[config.mk]
export PLATFORM = sky130hd
export DESIGN_NAME = alu_op_sequencer_flat
export DESIGN_NICKNAME = d
export VERILOG_FILES = /design/src/rtl/alu_op_sequencer_if.sv /design/src/rtl/alu_op_sequencer.sv /design/src/flat_wrapper.sv
export SDC_FILE = /design/constraint.sdc
export NUM_CORES = 1
export LEC_CHECK = 0
export CAP_MARGIN = 20
export CORE_MARGIN = 10
export CORE_UTILIZATION = 24
export CTS_BUF_LIST = sky130_fd_sc_hd__clkbuf_4 sky130_fd_sc_hd__clkbuf_8 sky130_fd_sc_hd__clkbuf_16
export DETAILED_ROUTE_END_ITERATION = 6
export PLACE_DENSITY = 0.41
export SLEW_MARGIN = 20
export SYNTH_ARGS = -nofsm -noshare
export SYNTH_HDL_FRONTEND = slang
export SYNTH_SLANG_ARGS = --single-unit
[constraint.sdc]
create_clock -name clk -period 7.21 [get_ports clk]
set_input_delay 1.442 -clock clk [delete_from_list [all_inputs] [get_ports clk]]
set_output_delay 1.442 -clock clk [all_outputs]
set_load 0.01 [all_outputs]
[src/rtl/alu_op_sequencer_if.sv]
// alu_op_sequencer_if: command and result handshake bundle for the ALU sequencer
interface alu_op_sequencer_if #(parameter int n = 32, parameter int CNT_W = 16);
  logic             cmd_valid;
  logic             cmd_ready;
  logic [2:0]       cmd_op;
  logic             cmd_acc;
  logic [n-1:0]     cmd_a;
  logic [n-1:0]     cmd_b;
  logic             res_valid;
  logic             res_ready;
  logic [n-1:0]     res_data;
  logic             res_zero;
  logic             res_carry;
  logic             res_ovf;
  logic [CNT_W-1:0] op_count;
  modport master (
    output cmd_valid, cmd_op, cmd_acc, cmd_a, cmd_b, res_ready,
    input  cmd_ready, res_valid, res_data, res_zero, res_carry, res_ovf, op_count
  );
  modport slave (
    input  cmd_valid, cmd_op, cmd_acc, cmd_a, cmd_b, res_ready,
    output cmd_ready, res_valid, res_data, res_zero, res_carry, res_ovf, op_count
  );
endinterface

[src/rtl/alu_op_sequencer.sv]
// alu_op_sequencer: accepts one ALU command at a time, evaluates it in one cycle
// and holds the result until consumed; operand A may chain from the last result.
module alu_op_sequencer #(parameter int n = 32, parameter int CNT_W = 16) (
  input logic               clk,
  input logic               rst,
  alu_op_sequencer_if.slave bus
);
  localparam int SW = $clog2(n);
  typedef enum logic [1:0] {IDLE, EXEC, DONE} state_t;
  state_t           r_state, w_next;
  logic [n-1:0]     r_a, r_b, r_data, w_res;
  logic [2:0]       r_op;
  logic             r_zero, r_carry, r_ovf, w_carry, w_ovf;
  logic [CNT_W-1:0] r_cnt;
  logic [n:0]       w_sum, w_diff;
  logic             w_accept, w_take;
  assign w_accept      = r_state == IDLE && bus.cmd_valid;
  assign w_take        = r_state == DONE && bus.res_ready;
  assign bus.cmd_ready = !rst && r_state == IDLE;
  assign bus.res_valid = !rst && r_state == DONE;
  assign bus.res_data  = r_data;
  assign bus.res_zero  = r_zero;
  assign bus.res_carry = r_carry;
  assign bus.res_ovf   = r_ovf;
  assign bus.op_count  = r_cnt;
  always_ff @(posedge clk)
    if (rst) r_state <= IDLE;
    else     r_state <= w_next;
  always_comb begin
    w_next = r_state;
    w_next = w_accept ? EXEC : r_state == EXEC ? DONE : w_take ? IDLE : r_state;
  end
  always_comb begin
    w_sum   = {1'b0, r_a} + {1'b0, r_b};
    w_diff  = {1'b0, r_a} - {1'b0, r_b};
    w_res   = '0;
    w_carry = 1'b0;
    w_ovf   = 1'b0;
    case (r_op)
      3'd0: begin
        w_res   = w_sum[n-1:0];
        w_carry = w_sum[n];
        w_ovf   = r_a[n-1] == r_b[n-1] && w_sum[n-1] != r_a[n-1];
      end
      3'd1: begin
        w_res   = w_diff[n-1:0];
        w_carry = ~w_diff[n];
        w_ovf   = r_a[n-1] != r_b[n-1] && w_diff[n-1] != r_a[n-1];
      end
      3'd2: w_res = r_a & r_b;
      3'd3: w_res = r_a | r_b;
      3'd4: w_res = r_a ^ r_b;
      3'd5: w_res = ~(r_a | r_b);
      3'd6: w_res = {{(n-1){1'b0}}, $signed(r_a) < $signed(r_b)};
      default: w_res = r_a << r_b[SW-1:0];
    endcase
  end
  always_ff @(posedge clk)
    if (rst) begin
      r_a     <= '0;
      r_b     <= '0;
      r_op    <= '0;
      r_data  <= '0;
      r_zero  <= 1'b0;
      r_carry <= 1'b0;
      r_ovf   <= 1'b0;
      r_cnt   <= '0;
    end else begin
      if (w_accept) begin
        r_a  <= bus.cmd_acc ? r_data : bus.cmd_a;
        r_b  <= bus.cmd_b;
        r_op <= bus.cmd_op;
      end
      if (r_state == EXEC) begin
        r_data  <= w_res;
        r_zero  <= w_res == '0;
        r_carry <= w_carry;
        r_ovf   <= w_ovf;
      end
      if (w_take) r_cnt <= r_cnt + 1'b1;
    end
endmodule

[src/flat_wrapper.sv]
// flat-port wrapper written by rule: the top's interface ports become plain ports
module alu_op_sequencer_flat 
#(parameter int n = 32, parameter int CNT_W = 16)
  (clk, rst, bus_cmd_valid, bus_cmd_op, bus_cmd_acc, bus_cmd_a, bus_cmd_b, bus_res_ready, bus_cmd_ready, bus_res_valid, bus_res_data, bus_res_zero, bus_res_carry, bus_res_ovf, bus_op_count);
  alu_op_sequencer_if #(.n(n), .CNT_W(CNT_W)) bus_i ();
  input logic clk;
  input logic rst;
  input wire logic [$bits(bus_i.cmd_valid)-1:0] bus_cmd_valid;
  input wire logic [$bits(bus_i.cmd_op)-1:0] bus_cmd_op;
  input wire logic [$bits(bus_i.cmd_acc)-1:0] bus_cmd_acc;
  input wire logic [$bits(bus_i.cmd_a)-1:0] bus_cmd_a;
  input wire logic [$bits(bus_i.cmd_b)-1:0] bus_cmd_b;
  input wire logic [$bits(bus_i.res_ready)-1:0] bus_res_ready;
  output wire logic [$bits(bus_i.cmd_ready)-1:0] bus_cmd_ready;
  output wire logic [$bits(bus_i.res_valid)-1:0] bus_res_valid;
  output wire logic [$bits(bus_i.res_data)-1:0] bus_res_data;
  output wire logic [$bits(bus_i.res_zero)-1:0] bus_res_zero;
  output wire logic [$bits(bus_i.res_carry)-1:0] bus_res_carry;
  output wire logic [$bits(bus_i.res_ovf)-1:0] bus_res_ovf;
  output wire logic [$bits(bus_i.op_count)-1:0] bus_op_count;
  assign bus_i.cmd_valid = bus_cmd_valid;
  assign bus_i.cmd_op = bus_cmd_op;
  assign bus_i.cmd_acc = bus_cmd_acc;
  assign bus_i.cmd_a = bus_cmd_a;
  assign bus_i.cmd_b = bus_cmd_b;
  assign bus_i.res_ready = bus_res_ready;
  assign bus_cmd_ready = bus_i.cmd_ready;
  assign bus_res_valid = bus_i.res_valid;
  assign bus_res_data = bus_i.res_data;
  assign bus_res_zero = bus_i.res_zero;
  assign bus_res_carry = bus_i.res_carry;
  assign bus_res_ovf = bus_i.res_ovf;
  assign bus_op_count = bus_i.op_count;
  alu_op_sequencer #(.n(n), .CNT_W(CNT_W)) u_core (.clk(clk), .rst(rst), .bus(bus_i));
endmodule
* Yosys cells after proc, flatten, opt, wreduce, memory -nomap -nowiden
Index checks and enable logic that the tools add are counted.
** Storage, ports and cells
- Word-level logic and storage cells :: 52
- Register bits :: 120
- Output and inout bits :: 53
- Input bits :: 72
** Cells by class
- Equal/unequal tests :: 12
- Multiplexer cells :: 7
- Bitwise logic cells :: 5
- $add $sub $neg :: 3
- Shift operators :: 1
- Reduce and logical (&&, ||, !) cells :: 13
- $lt $le $gt $ge :: 1
** Operators by type and width (number)
- $pmux W32 S7 :: 1
- $add A32 B32 Y33 :: 1
- $sub A32 B32 Y33 :: 1
- $and A32 B32 Y32 :: 1
- $logic_not A32 Y1 :: 1
- $lt A32 B32 Y1 :: 1
- $mux W32 :: 1
- $not A32 Y32 :: 1
- $or A32 B32 Y32 :: 1
- $shl A32 B5 Y32 :: 1
- $xor A32 B32 Y32 :: 1
- $add A16 B1 Y16 const B :: 1
- $eq A3 B3 Y1 const B :: 3
- $eq A3 B2 Y1 const B :: 2
- $logic_and A1 B1 Y1 :: 6
- $mux W2 :: 2
- $pmux W1 S2 :: 2
- $eq A3 B1 Y1 const B :: 1
- $logic_not A3 Y1 :: 1
- $ne A1 B1 Y1 :: 3
- $reduce_bool A3 Y1 :: 1
- $eq A2 B1 Y1 const B :: 1
- $eq A2 B2 Y1 const B :: 1
- $logic_not A2 Y1 :: 1
- other kinds (6) :: 6

* Logic depth before layout (Yosys ltp)
- Depth after elaboration :: 5
- Mapped depth :: 18
- Gate-level depth less buffers :: 14

* Least setup slack after synthesis
No wires, ideal clock.
- Kind :: register -> register
- From :: register u_core.r_b[2]
- To :: register u_core.r_zero (netlist: u_core.bus.res_zero)
- Library setup time :: 60 ps
- Path buffers :: 5
- Path slack :: 3360 ps
- Data required time :: 7150 ps
- Data arrival time :: 3790 ps
- Period minus slack after synthesis :: 3850 ps
- Stages on the path, launching flop included :: 18
- Cells stage by stage :: dfxtp_1 > buf_2 > buf_2 > inv_1 > buf_2 > buf_1 > ha_1 > buf_2 > or4_4 > a21oi_2 > o21ai_1 > o21ai_1 > a21oi_1 > a2111oi_2 > nor2_1 > or3_1 > nor4_1 > a32o_1
** Between the ends
- Word-level cells in the longest chain between the ends :: 4
- Elaborated cells on any way between the ends :: 10
- Those cells by class :: add/sub: 2; order compare: 1; shift: 1; mux: 1; bitwise: 4; reduce/logical: 1
** RTL lines
- start: declaration :: line alu_op_sequencer.sv:11 : logic [n-1:0] r_a, r_b, r_data, w_res;
- start signal: assignment :: line alu_op_sequencer.sv:71 : r_b <= bus.cmd_b;
- branches (longest 2 deep; another with $sub A32 B32 Y33)
- $pmux W32 S7 (*) :: line alu_op_sequencer.sv:39 : case (r_op)
- $logic_not A32 Y1 (*) :: line alu_op_sequencer.sv:76 : r_zero <= w_res == '0;
- end signal: assignment :: line alu_op_sequencer.sv:64 : r_zero <= 1'b0;
- end signal: assignment :: line alu_op_sequencer.sv:76
- end: declaration :: line alu_op_sequencer.sv:13 : logic r_zero, r_carry, r_ovf, w_carry, w_ovf;
Every way passes the cells marked *.
A chain may end at the register's enable or synchronous reset.

* Final worst setup path
- From :: register u_core.r_a[5]
- To :: register u_core.r_zero (netlist: u_core.bus.res_zero)
** Between the ends
- Word-level cells in the longest chain between the ends :: 4
- Elaborated cells on any way between the ends :: 10
- Those cells by class :: add/sub: 2; order compare: 1; shift: 1; mux: 1; bitwise: 4; reduce/logical: 1
** RTL lines
- start: declaration :: line alu_op_sequencer.sv:11
- start signal: assignment :: line alu_op_sequencer.sv:70 : r_a <= bus.cmd_acc ? r_data : bus.cmd_a;
- branches (longest 2 deep; another with $sub A32 B32 Y33)
- $pmux W32 S7 (*) :: line alu_op_sequencer.sv:39
- $logic_not A32 Y1 (*) :: line alu_op_sequencer.sv:76
Marks and branches as above.

==> key figures <==
Outcome
  – Outcome: complete, no violations

Setup path
  – CP peak stage delay: 770 ps
  – Critical-path top delay cell: a2111oi_0
  – Crit path max-delay family: compound AO/OA/AOI/OAI gates
  – Reg2reg end: u_core.bus.res_zero$_SDFFE_PP0P_
  – Crit. Startpoint: u_core.r_a[5]$_SDFFE_PP0P_
  – Crit Path Max Fanout: 10
  – Worst R2R Setup Slack: 2280 ps
  – CP endpoint: u_core.bus.res_zero$_SDFFE_PP0P_
  – Critical R2R Launch: u_core.r_a[5]$_SDFFE_PP0P_
  – R2R depth: 13
  – Req. time, crit path: 7660 ps
  – Worst Setup Start Kind: flop
  – Crit path buf inv count: 1
  – WP data arrival: 5380 ps
  – Crit path depth: 13
  – Crit path kind: reg2reg
  – Crit. End Element: flop
  – CP Cell Sequence: inv_1 > ha_1 > o211ai_1 > o21ai_1 > nor4b_2 > o21ai_1 > o22ai_1 > mux2i_1 > o211ai_1 > a2111oi_0 > nand4_1 > nor4_1 > a32o_1

Synth
  – Synthesized area: between 0.01 and 0.015 sq mm
  – Sequential area share after synthesis: 19.2%
  – Most frequent cells after synthesis: 195 x nand2_1, 182 x nor2_1, 138 x a21oi_1, 120 x dfxtp_1, 105 x ha_1
  – Mean Syn Cell Area: 7.43 sq um
  – Synthesized net count: 1862
  – Area share of the largest cell type after synthesis: 19.2%
  – Count leader, synth: nand2_1
  – Ys async rst share: 0%
  – Area leader, netlist: dfxtp_1
  – Count of cell types in the netlist: 93
  – Number of synthesized flops with an enable pin: 0
  – Yosys reg bits: 120
  – Ys flop type: dfxtp_1
  – Post-Synthesis Cells: 1683
  – Largest cells by area after synthesis: dfxtp_1 19%, ha_1 11%, nand2_1 5.9%, a21oi_1 5.5%, nor2_1 5.5%
  – Number of synthesis warnings: 0

Cells and area
  – Area of the multi-input gates: a little over 0.009 sq mm
  – P&R area growth vs syn: 18.9%
  – Fillers: 5720
  – Register area: 0.00241 sq mm
  – Final #Nets: 1909
  – Layout cells sized above 1: 8.55%

Timing
  – Layout Skew: between 20 and 30 ps
  – Worst slew margin: 29.8%
  – Unrepaired setup endpoints after global routing: no
  – Worst slew pin tran: 1050 ps
  – Period utilization: 68.4%
  – Slew Limit Fails: 0
  – Setup TNS: 0 ps
  – Finish-stage setup viols: 0
  – Final Hold Fails: 0
  – Hold WS: between 400 and 500 ps
  – Max Clock Freq: around 200 MHz
  – Fin crit period: between 4000 and 5000 ps

CTS
  – H-tree Lvls: 4
  – CTS sink count: 120
  – Clk root buf: clkbuf_16
  – TritonCTS Buffers: 17
  – Clock-pin slew on the worst setup and hold paths: 80 ps
  – Post-CTS setup buffers: 0
  – CTS tree: built
  – Post-CTS Hold Buffers: 0
  – CTS max path bufs: 2
  – Worst skew pair latency: 500 ps
  – Post_cts resized: 0

Detailed routing
  – WL final: 61100 microns
  – Remaining antenna violation count: 0
  – Total number of vias: between 10000 and 15000
  – Detailed Routing Iterations Pass 1: 6
  – DRC: 0
  – Initial DRC Count: 1198
  – Via density: 5.50
  – Wire per inst: approximately 25 microns

Die
  – IO Pins: 125
  – Chip Height: 248 microns
  – Initial Util: 24.3%
  – Die Width: 248 microns
  – Die footprint: 0.0617 sq mm
  – Rows: 83
  – Core box area: 0.0515 sq mm

Placed design
  – Number of port buffers: 124
  – GP Congestion: 0.929
  – Detail Placement HPWL: approximately 46000 microns

Job
  – Max-cap check violation count: 0

Pwr
  – Pwr Density: ~200 mW/mm^2
  – Leakage: 0.00546 uW
  – Peak supply drop: 0.165 mV
  – Total power: 2910 uW

GRT
  – All-Layer GR Usage: 19.5%
  – GRT overflow: 0
  – First-pass GRT wire length: 88900 microns
  – Vias in the first global route: 12731
  – Initial antenna violation count: 0
  – Largest net degree at the start of global routing: between 80 and 90

Min path
  – Hold Path Depth: 2
  – Min-Delay Path Class: reg2reg
  – Worst Hold Launch: u_core.bus.res_ovf$_SDFFE_PP0P_
[through the flow]
| step | setup slack, ps | instances | utilization, % | instance area, sq um |
|---|---|---|---|---|
| 6_report | 2280 | 2425 | 28.9 | 14900 |
| 2_1_floorplan | 3360 | 1683 | - | 12500 |
| 3_3_place_gp | 2400 | 2391 | 27.7 | 14300 |
| 5_1_grt | 1920 | 2423 | 28.9 | 14900 |
| 4_1_cts | 2380 | 2423 | 28.9 | 14900 |
| 3_5_place_dp | 2400 | 2391 | 27.7 | 14300 |
[final cells by class]
| cell class | instances | share of cell area, % |
|---|---|---|
| clock buffer | 17 | 2.86 |
| tap | 680 | 5.72 |
| antenna | 2 | 0.0336 |
| sequential | 120 | 16.2 |
| timing repair buffer | 155 | 9.86 |
| multi-input combinational | 1340 | 61.7 |
| clock inverter | 15 | 1.19 |
| inverter | 96 | 2.42 |
[sequential cells by signal, summed over array words and instances (netlist names)]
name,cells
u_core.bus.res_data,32
u_core.r_a,32
u_core.r_b,32
u_core.bus.op_count,16
u_core.r_op,3
u_core.r_state,2
u_core.bus.res_carry,1
u_core.bus.res_ovf,1
u_core.bus.res_zero,1
[where the power goes]
part / internal, uW / switching (uW)
logic: 425 / 761
clock network: 521 / 405
registers: 710 / 85.5
[worst register-to-register path: stages (launching register included)]
cell       delay [ps]
dfxtp_1           690
inv_1             100
ha_1              540
o211ai_1          180
o21ai_1           450
nor4b_2           660
o21ai_1           280
o22ai_1           310
mux2i_1           230
o211ai_1          120
a2111oi_0         770
nand4_1           180
nor4_1            200
a32o_1            160
[metal layers]
metal | share of wire (%) | GRT usage (%) | up-vias
li1 | - | - | 6220
met3 | 7.1 | 4.12 | 71
met4 | 2.3 | 5.86 | 0
met5 | 0 | 0 | -
met1 | 47 | 27.5 | 6576
met2 | 43 | 29.2 | 477
[worst min path at each step]
stage	endpoint	slack (ps)
finish	u_core.bus.res_ovf$_SDFFE_PP0P_	460
global route	u_core.bus.res_ovf$_SDFFE_PP0P_	500
CTS	u_core.bus.res_ovf$_SDFFE_PP0P_	470
detailed placement	u_core.bus.res_ovf$_SDFFE_PP0P_	460
global placement	u_core.bus.res_ovf$_SDFFE_PP0P_	450
floorplan	u_core.r_b[13]$_SDFFE_PP0P_	450
[cell usage in the layout, fill, tap and decap left out, types with 15 or more instances in the layout]
master / n
nand2_1: 195
nor2_1: 180
a21oi_1: 138
clkdlybuf4s50_1: 122
dfxtp_1: 116
ha_1: 105
inv_1: 91
o21ai_0: 78
mux2i_1: 66
a211oi_1: 64
nor3_1: 45
nand3_1: 33
buf_4: 32
o22ai_1: 30
mux4_2: 25
a21boi_0: 21
nand4_1: 20
clkbuf_16: 17
o211ai_1: 16
xor2_1: 15
[cell families (layout without fill, tap and decap cells)]
group                      Yosys count  in the layout  share of synthesized area (%)
buffers and inverters              223            283                           7.49
other                                0              2                              0
xor gates and xnor gates            29             29                           2.03
and+or+nand+nor                    578            578                           21.2
muxes                              103            103                           11.0
DFF                                120            120                           19.2
adders and majority gates          107            107                           10.8
AOI/OAI and AO/OA                  523            523                           28.3
No activity file was read; power rests on OpenSTA's default activity.
